## src/rtl/rv32i_dmem_pkg.sv

```systemverilog
// Shared types and widths for the RV32i data-memory arbiter.
package rv32i_dmem_pkg;

    localparam int DMEM_ADDR_W = 32;
    localparam int DMEM_DATA_W = 32;
    localparam int DMEM_BE_W   = 4;

    typedef enum logic [1:0] {
        FREE   = 2'd0,
        LOCK_C = 2'd1,
        LOCK_D = 2'd2
    } arb_state_e;

    typedef enum logic [1:0] {
        OWN_NONE = 2'd0,
        OWN_C    = 2'd1,
        OWN_D    = 2'd2
    } owner_e;

endpackage

```

## src/rtl/rv32i_dmem_arbiter_lock_timer.sv

```systemverilog
// Lock-duration counter; expire_o flags the last cycle a lock may be held.
module rv32i_lock_timer #(
    parameter int LOCK_MAX = 16
) (
    input  logic clk_i,
    input  logic reset_i,
    input  logic run_i,
    input  logic clr_i,
    output logic expire_o
);

    localparam int CNT_W = $clog2(LOCK_MAX + 1);

    logic [CNT_W-1:0] r_cnt;

    // NOTE: sequential state uses non-blocking assignments so every flop
    // samples the pre-edge values of the others.
    always_ff @(posedge clk_i) begin
        if (reset_i) begin
            r_cnt <= '0;
        end else if (clr_i) begin
            r_cnt <= '0;
        end else if (run_i) begin
            r_cnt <= r_cnt + CNT_W'(1);
        end
    end

    assign expire_o = (r_cnt == CNT_W'(LOCK_MAX - 1));

endmodule

```

## src/rtl/rv32i_dmem_arbiter.sv

```systemverilog
// Data-memory arbiter between core port C and debug/loader port D.
// Define DMEM_ARB_RR_EN for round-robin contests; default is fixed C priority.
module rv32i_dmem_arbiter
    import rv32i_dmem_pkg::*;
#(
    parameter int LOCK_MAX = 16
) (
    input  logic                   clk_i,
    input  logic                   reset_i,
    input  logic                   c_req_i,
    input  logic                   d_req_i,
    input  logic                   c_we_i,
    input  logic                   d_we_i,
    input  logic [DMEM_ADDR_W-1:0] c_addr_i,
    input  logic [DMEM_ADDR_W-1:0] d_addr_i,
    input  logic [DMEM_DATA_W-1:0] c_wdata_i,
    input  logic [DMEM_DATA_W-1:0] d_wdata_i,
    input  logic [DMEM_BE_W-1:0]   c_be_i,
    input  logic [DMEM_BE_W-1:0]   d_be_i,
    input  logic                   c_lock_i,
    input  logic                   d_lock_i,
    output logic                   c_gnt_o,
    output logic                   d_gnt_o,
    output logic                   c_rvalid_o,
    output logic                   d_rvalid_o,
    output logic [DMEM_DATA_W-1:0] c_rdata_o,
    output logic [DMEM_DATA_W-1:0] d_rdata_o,
    output logic                   mem_en_o,
    output logic                   mem_we_o,
    output logic [DMEM_ADDR_W-1:0] mem_addr_o,
    output logic [DMEM_DATA_W-1:0] mem_wdata_o,
    output logic [DMEM_BE_W-1:0]   mem_be_o,
    input  logic [DMEM_DATA_W-1:0] mem_rdata_i
);

    arb_state_e r_state;
    arb_state_e w_next_state;
    owner_e     r_last_owner;
    owner_e     r_rd_owner;
    logic       w_c_gnt;
    logic       w_d_gnt;
    logic       w_expire;

    // NOTE: every signal driven here gets a default first, so no path
    // through the case leaves it unassigned and no latch is inferred.
    always_comb begin
        w_c_gnt      = 1'b0;
        w_d_gnt      = 1'b0;
        w_next_state = r_state;
        case (r_state)
            FREE: begin
                if (c_req_i && d_req_i) begin
`ifdef DMEM_ARB_RR_EN
                    w_c_gnt = (r_last_owner != OWN_C);
                    w_d_gnt = !w_c_gnt;
`else
                    w_c_gnt = 1'b1;
`endif
                end else begin
                    w_c_gnt = c_req_i;
                    w_d_gnt = d_req_i;
                end
                // A one-cycle budget leaves no room to hold a lock at all.
                if (LOCK_MAX > 1) begin
                    if (w_c_gnt && c_lock_i) begin
                        w_next_state = LOCK_C;
                    end else if (w_d_gnt && d_lock_i) begin
                        w_next_state = LOCK_D;
                    end
                end
            end
            LOCK_C: begin
                w_c_gnt = c_req_i;
                if (w_expire || (w_c_gnt && !c_lock_i)) begin
                    w_next_state = FREE;
                end
            end
            LOCK_D: begin
                w_d_gnt = d_req_i;
                if (w_expire || (w_d_gnt && !d_lock_i)) begin
                    w_next_state = FREE;
                end
            end
            default: w_next_state = FREE;
        endcase
        if (reset_i) begin
            w_c_gnt = 1'b0;
            w_d_gnt = 1'b0;
        end
    end

    always_comb begin
        mem_en_o    = 1'b0;
        mem_we_o    = 1'b0;
        mem_addr_o  = '0;
        mem_wdata_o = '0;
        mem_be_o    = '0;
        if (w_c_gnt) begin
            mem_en_o    = 1'b1;
            mem_we_o    = c_we_i;
            mem_addr_o  = c_addr_i;
            mem_wdata_o = c_wdata_i;
            mem_be_o    = c_be_i;
        end else if (w_d_gnt) begin
            mem_en_o    = 1'b1;
            mem_we_o    = d_we_i;
            mem_addr_o  = d_addr_i;
            mem_wdata_o = d_wdata_i;
            mem_be_o    = d_be_i;
        end
    end

    always_ff @(posedge clk_i) begin
        if (reset_i) begin
            r_state      <= FREE;
            r_last_owner <= OWN_D;
            r_rd_owner   <= OWN_NONE;
        end else begin
            r_state <= w_next_state;
            if (w_c_gnt) begin
                r_last_owner <= OWN_C;
            end else if (w_d_gnt) begin
                r_last_owner <= OWN_D;
            end
            if (w_c_gnt && !c_we_i) begin
                r_rd_owner <= OWN_C;
            end else if (w_d_gnt && !d_we_i) begin
                r_rd_owner <= OWN_D;
            end else begin
                r_rd_owner <= OWN_NONE;
            end
        end
    end

    // The counter also ticks on the locking grant itself, so the lock spans
    // at most LOCK_MAX cycles including that grant.
    rv32i_lock_timer #(
        .LOCK_MAX (LOCK_MAX)
    ) u_lock_timer (
        .clk_i    (clk_i),
        .reset_i  (reset_i),
        .run_i    ((r_state != FREE) || (w_next_state != FREE)),
        .clr_i    (w_next_state == FREE),
        .expire_o (w_expire)
    );

    assign c_gnt_o    = w_c_gnt;
    assign d_gnt_o    = w_d_gnt;
    assign c_rvalid_o = !reset_i && (r_rd_owner == OWN_C);
    assign d_rvalid_o = !reset_i && (r_rd_owner == OWN_D);
    assign c_rdata_o  = c_rvalid_o ? mem_rdata_i : '0;
    assign d_rdata_o  = d_rvalid_o ? mem_rdata_i : '0;

    // last_owner is only steering in round-robin builds; it must always name a port.
    a_last_owner_valid: assert property (@(posedge clk_i) disable iff (reset_i)
        r_last_owner != OWN_NONE);

endmodule

```

## config.mk

```make
export PLATFORM = sky130hd
export DESIGN_NAME = rv32i_dmem_arbiter
export DESIGN_NICKNAME = d
export VERILOG_FILES = /design/src/rtl/rv32i_dmem_pkg.sv /design/src/rtl/rv32i_dmem_arbiter_lock_timer.sv /design/src/rtl/rv32i_dmem_arbiter.sv
export SDC_FILE = /design/constraint.sdc
export NUM_CORES = 1
export LEC_CHECK = 0
export ABC_AREA = 1
export BUFFER_PORTS_ARGS = -buffer_cell sky130_fd_sc_hd__buf_2
export CORE_AREA = 10 10 113 115
export CTS_CLUSTER_DIAMETER = 100
export DETAILED_ROUTE_END_ITERATION = 8
export DIE_AREA = 0 0 123 125
export PLACE_DENSITY = 0.6
export SLEW_MARGIN = 20
export SYNTH_ARGS = -nofsm -noshare
export SYNTH_HDL_FRONTEND = slang
export SYNTH_HIERARCHICAL = 1
export SYNTH_SLANG_ARGS = --single-unit
export TNS_END_PERCENT = 100
```

## constraint.sdc

```tcl
create_clock -name clk_i -period 1.84 [get_ports clk_i]
set_input_delay 0.184 -clock clk_i [delete_from_list [all_inputs] [get_ports clk_i]]
set_output_delay 0.184 -clock clk_i [all_outputs]
set_load 0.01 [all_outputs]
```

==> results.cfg <==
[finish]
layout.cells.most_common = buf_2
syn_to_final_growth_pct = 100
final_cell_mix = buf_2, nand2_1, nor2_1
fin_area_sq_um = 3590
diodes = 0
drive_above_1_share_pct = 49.6
final_cells = 844
nets = 883

[drt]
firstDrtPassIters = 4
routed_via_density = 3.92
drc_errors = 0
wire_per_inst_um = 13.9
ant_nets = 0
dr_total_vias = 3308
drtIter0Drc = 121
drt_wl_total_um = 11800

[setup_path]
critPathKind = reg -> out
crit_path_start = r_state[1]
rr_startpoint = u_lock_timer/r_cnt[1]
r2r-end = u_lock_timer/r_cnt[1]
crit_arrival_ns = 1.51
slowest_stage = dfxtp_1
critical_path.max_fanout = 18
crit_path_max_incr_delay_ns = 0.39
cp.required_ns = 1.66
cp_num_buf_inv = 4
start_kind = register
cp.depth = 8
critical_path.endpoint = mem_wdata_o[31]
endpoint_kind = output pin
path_cells = inv_2 > nand2_4 > nand3_2 > clkinv_4 > buf_6 > nand2_1 > nand2_1 > buf_2
ff2ff_setup_slack_ns = 0.15
rr_worst_depth = 11
crit_top_cell = nand2_1
cp_top_family = buffers and inverters

[synth]
synth_nets = 575
synth_seq_area_share_pct = 10.0
ys_ff_latch = 9
synth_cell_types = 20
netlist_instances = 397
syn_area_sq_um = 1790
avgSynthCellArea_sq_um = 4.52
ys_warn_count = 6

[clock_tree]
clk_pin_slew_ns = 0.04
clk_latency_ns = 0.23
cts_tree = built
cts_max_level = 1
cts_buffers = 3
clock-sinks = 9
clk_path_buf_depth = 2
cts-hold-fix-buffers = 0
cts_root_buffer = clkbuf_8

[timing]
setup_viol_count_final = 0
rsz0062_at_grt = no
slew_headroom_pct = 77.2
maxSlewViolCount = 0
fmaxAchievable_ghz = 0.589
fin_crit_sh_pct = 92.2
min_period_ns = 1.70
hold_viol = 0
worst_hold_slack_ns = 0.132
tightest_slew_ns = 0.342
tns_ns = 0
final.setup_skew_ns = 0.000894

[die]
floorplan.initialDensity_pct = 16.9
core-area_sq_um = 10600
fp.dieH_um = 125
num_io_pins = 314
die_w_um = 123
row_count = 38
dieArea_sq_um = 15400

[placed_design]
dp_cells = 838
io_buffers = 313
gp_congestion = 0.848
dpl_cell_area_sq_um = 3480
dp_hpwl_um = 10200

[power]
p_switching_uw = 444
p_seq_share_pct = 19.5
p_leak_nw = 2.65
power.density_nw_per_um2 = 311
vdd_drop_max_uv = 235
internal_power_uw = 672
share_clk_of_total_power_pct = 20.2
power_frac_comb_pct = 60.3
netSwitchingFraction_pct = 39.8

[global_route]
globalRouteTotalUtil_pct = 13.1
overflow = 0
antenna_found_initial = 2
grt_pass1_wl_um = 16600
grt_pass1_vias = 3255
grt_max_degree = 72

[worst_hold_path]
hp-class = in -> reg

[run]
cap_violations = 0

[status]
run_status = finished clean
[final cells by class]
| type | instances | area, sq um |
|---|---|---|
| Clock buffer | 4 | 45.0 |
| Fill cell | 1235 | 7010 |
| Inverter | 46 | 178 |
| Multi-Input combinational cell | 322 | 1330 |
| Sequential cell | 9 | 181 |
| Tap cell | 140 | 175 |
| Timing Repair Buffer | 323 | 1690 |
[how the worst min path moves through the flow]
| stage | to | cells past startpoint | startpoint | slack (ns) |
|---|---|---|---|---|
| global route | r_rd_owner[0] | 2 | c_we_i | 0.13 |
| global placement | r_rd_owner[0] | 2 | c_we_i | 0.36 |
| finish | r_rd_owner[0] | 2 | c_we_i | 0.13 |
| detailed placement | r_rd_owner[0] | 2 | c_we_i | 0.37 |
| floorplan | r_rd_owner[0] | 1 | c_we_i | 0.26 |
| CTS | r_rd_owner[0] | 2 | c_we_i | 0.13 |
[timing repair]
| item | 4_1_cts | 5_1_grt |
|---|---|---|
| setup endpoints to repair | 0 | 27 |
| resized for setup | 0 | 12 |
| setup buffers | 0 | 1 |
| hold endpoints to repair | 0 | 0 |
[sequential cells by signal, summed over array words and instances (netlist names)]
register / cells
r_state: 2
u_lock_timer/r_cnt: 5
r_rd_owner: 2
[logic make-up (layout without fill, tap and decap cells)]
kind of cell	count (synthesis)	count (layout)	share of synthesized area, %
flip-flops	9	9	10.0
adder cells (fa/ha/maj)	2	2	1.39
buffers and inverters	66	373	17.8
AO/OA/AOI/OAI	7	7	2.09
AND/OR/NAND/NOR	313	313	68.7
[worst register-to-register path, delay by kind of cell, from the launching register on]
kind	cells	cell delay [ns]
AOI/OAI and AO/OA	2	0.20
adders and majority gates	2	0.37
buffers and inverters	2	0.21
DFF	1	0.35
and+or+nand+nor	5	0.44
[cells in the mapped netlist (all sizes together)]
cell	count	area, sq um
o21ai	2	10.0
inv	46	175
dfxtp	9	180
buf	20	144
nand3	4	25.0
ha	2	25.0
o21a	1	7.51
nor2	81	314
nand4	1	6.26
and3	1	6.26
a21oi	4	20.0
nand2	226	881
[metrics by stage]
step	util, %	total power, mW	setup WS, ns
6_report	33.9	1.12	0.143
5_1_grt	33.9	1.22	0.0114
4_1_cts	33.2	1.11	0.0375
3_5_place_dp	32.8	0.880	0.0457
3_3_place_gp	32.8	0.879	0.0752
2_1_floorplan	-	0.516	0.135
[metal layers]
layer  share of wire [%]  GRT usage (%)
met4                 1.2           2.54
met2                  49           24.8
met1                  35           12.3
met5                0.11              0
met3                  15           6.53
[power groups by stage]
stage               sequential [mW]  combinational, mW  clock, mW
floorplan                     0.218              0.299          0
global placement              0.219              0.660          0
detailed placement            0.219              0.661          0
CTS                           0.216              0.663      0.235
global route                  0.218              0.754      0.246
finish                        0.218              0.673      0.226
(Power assumes the default switching activity.)
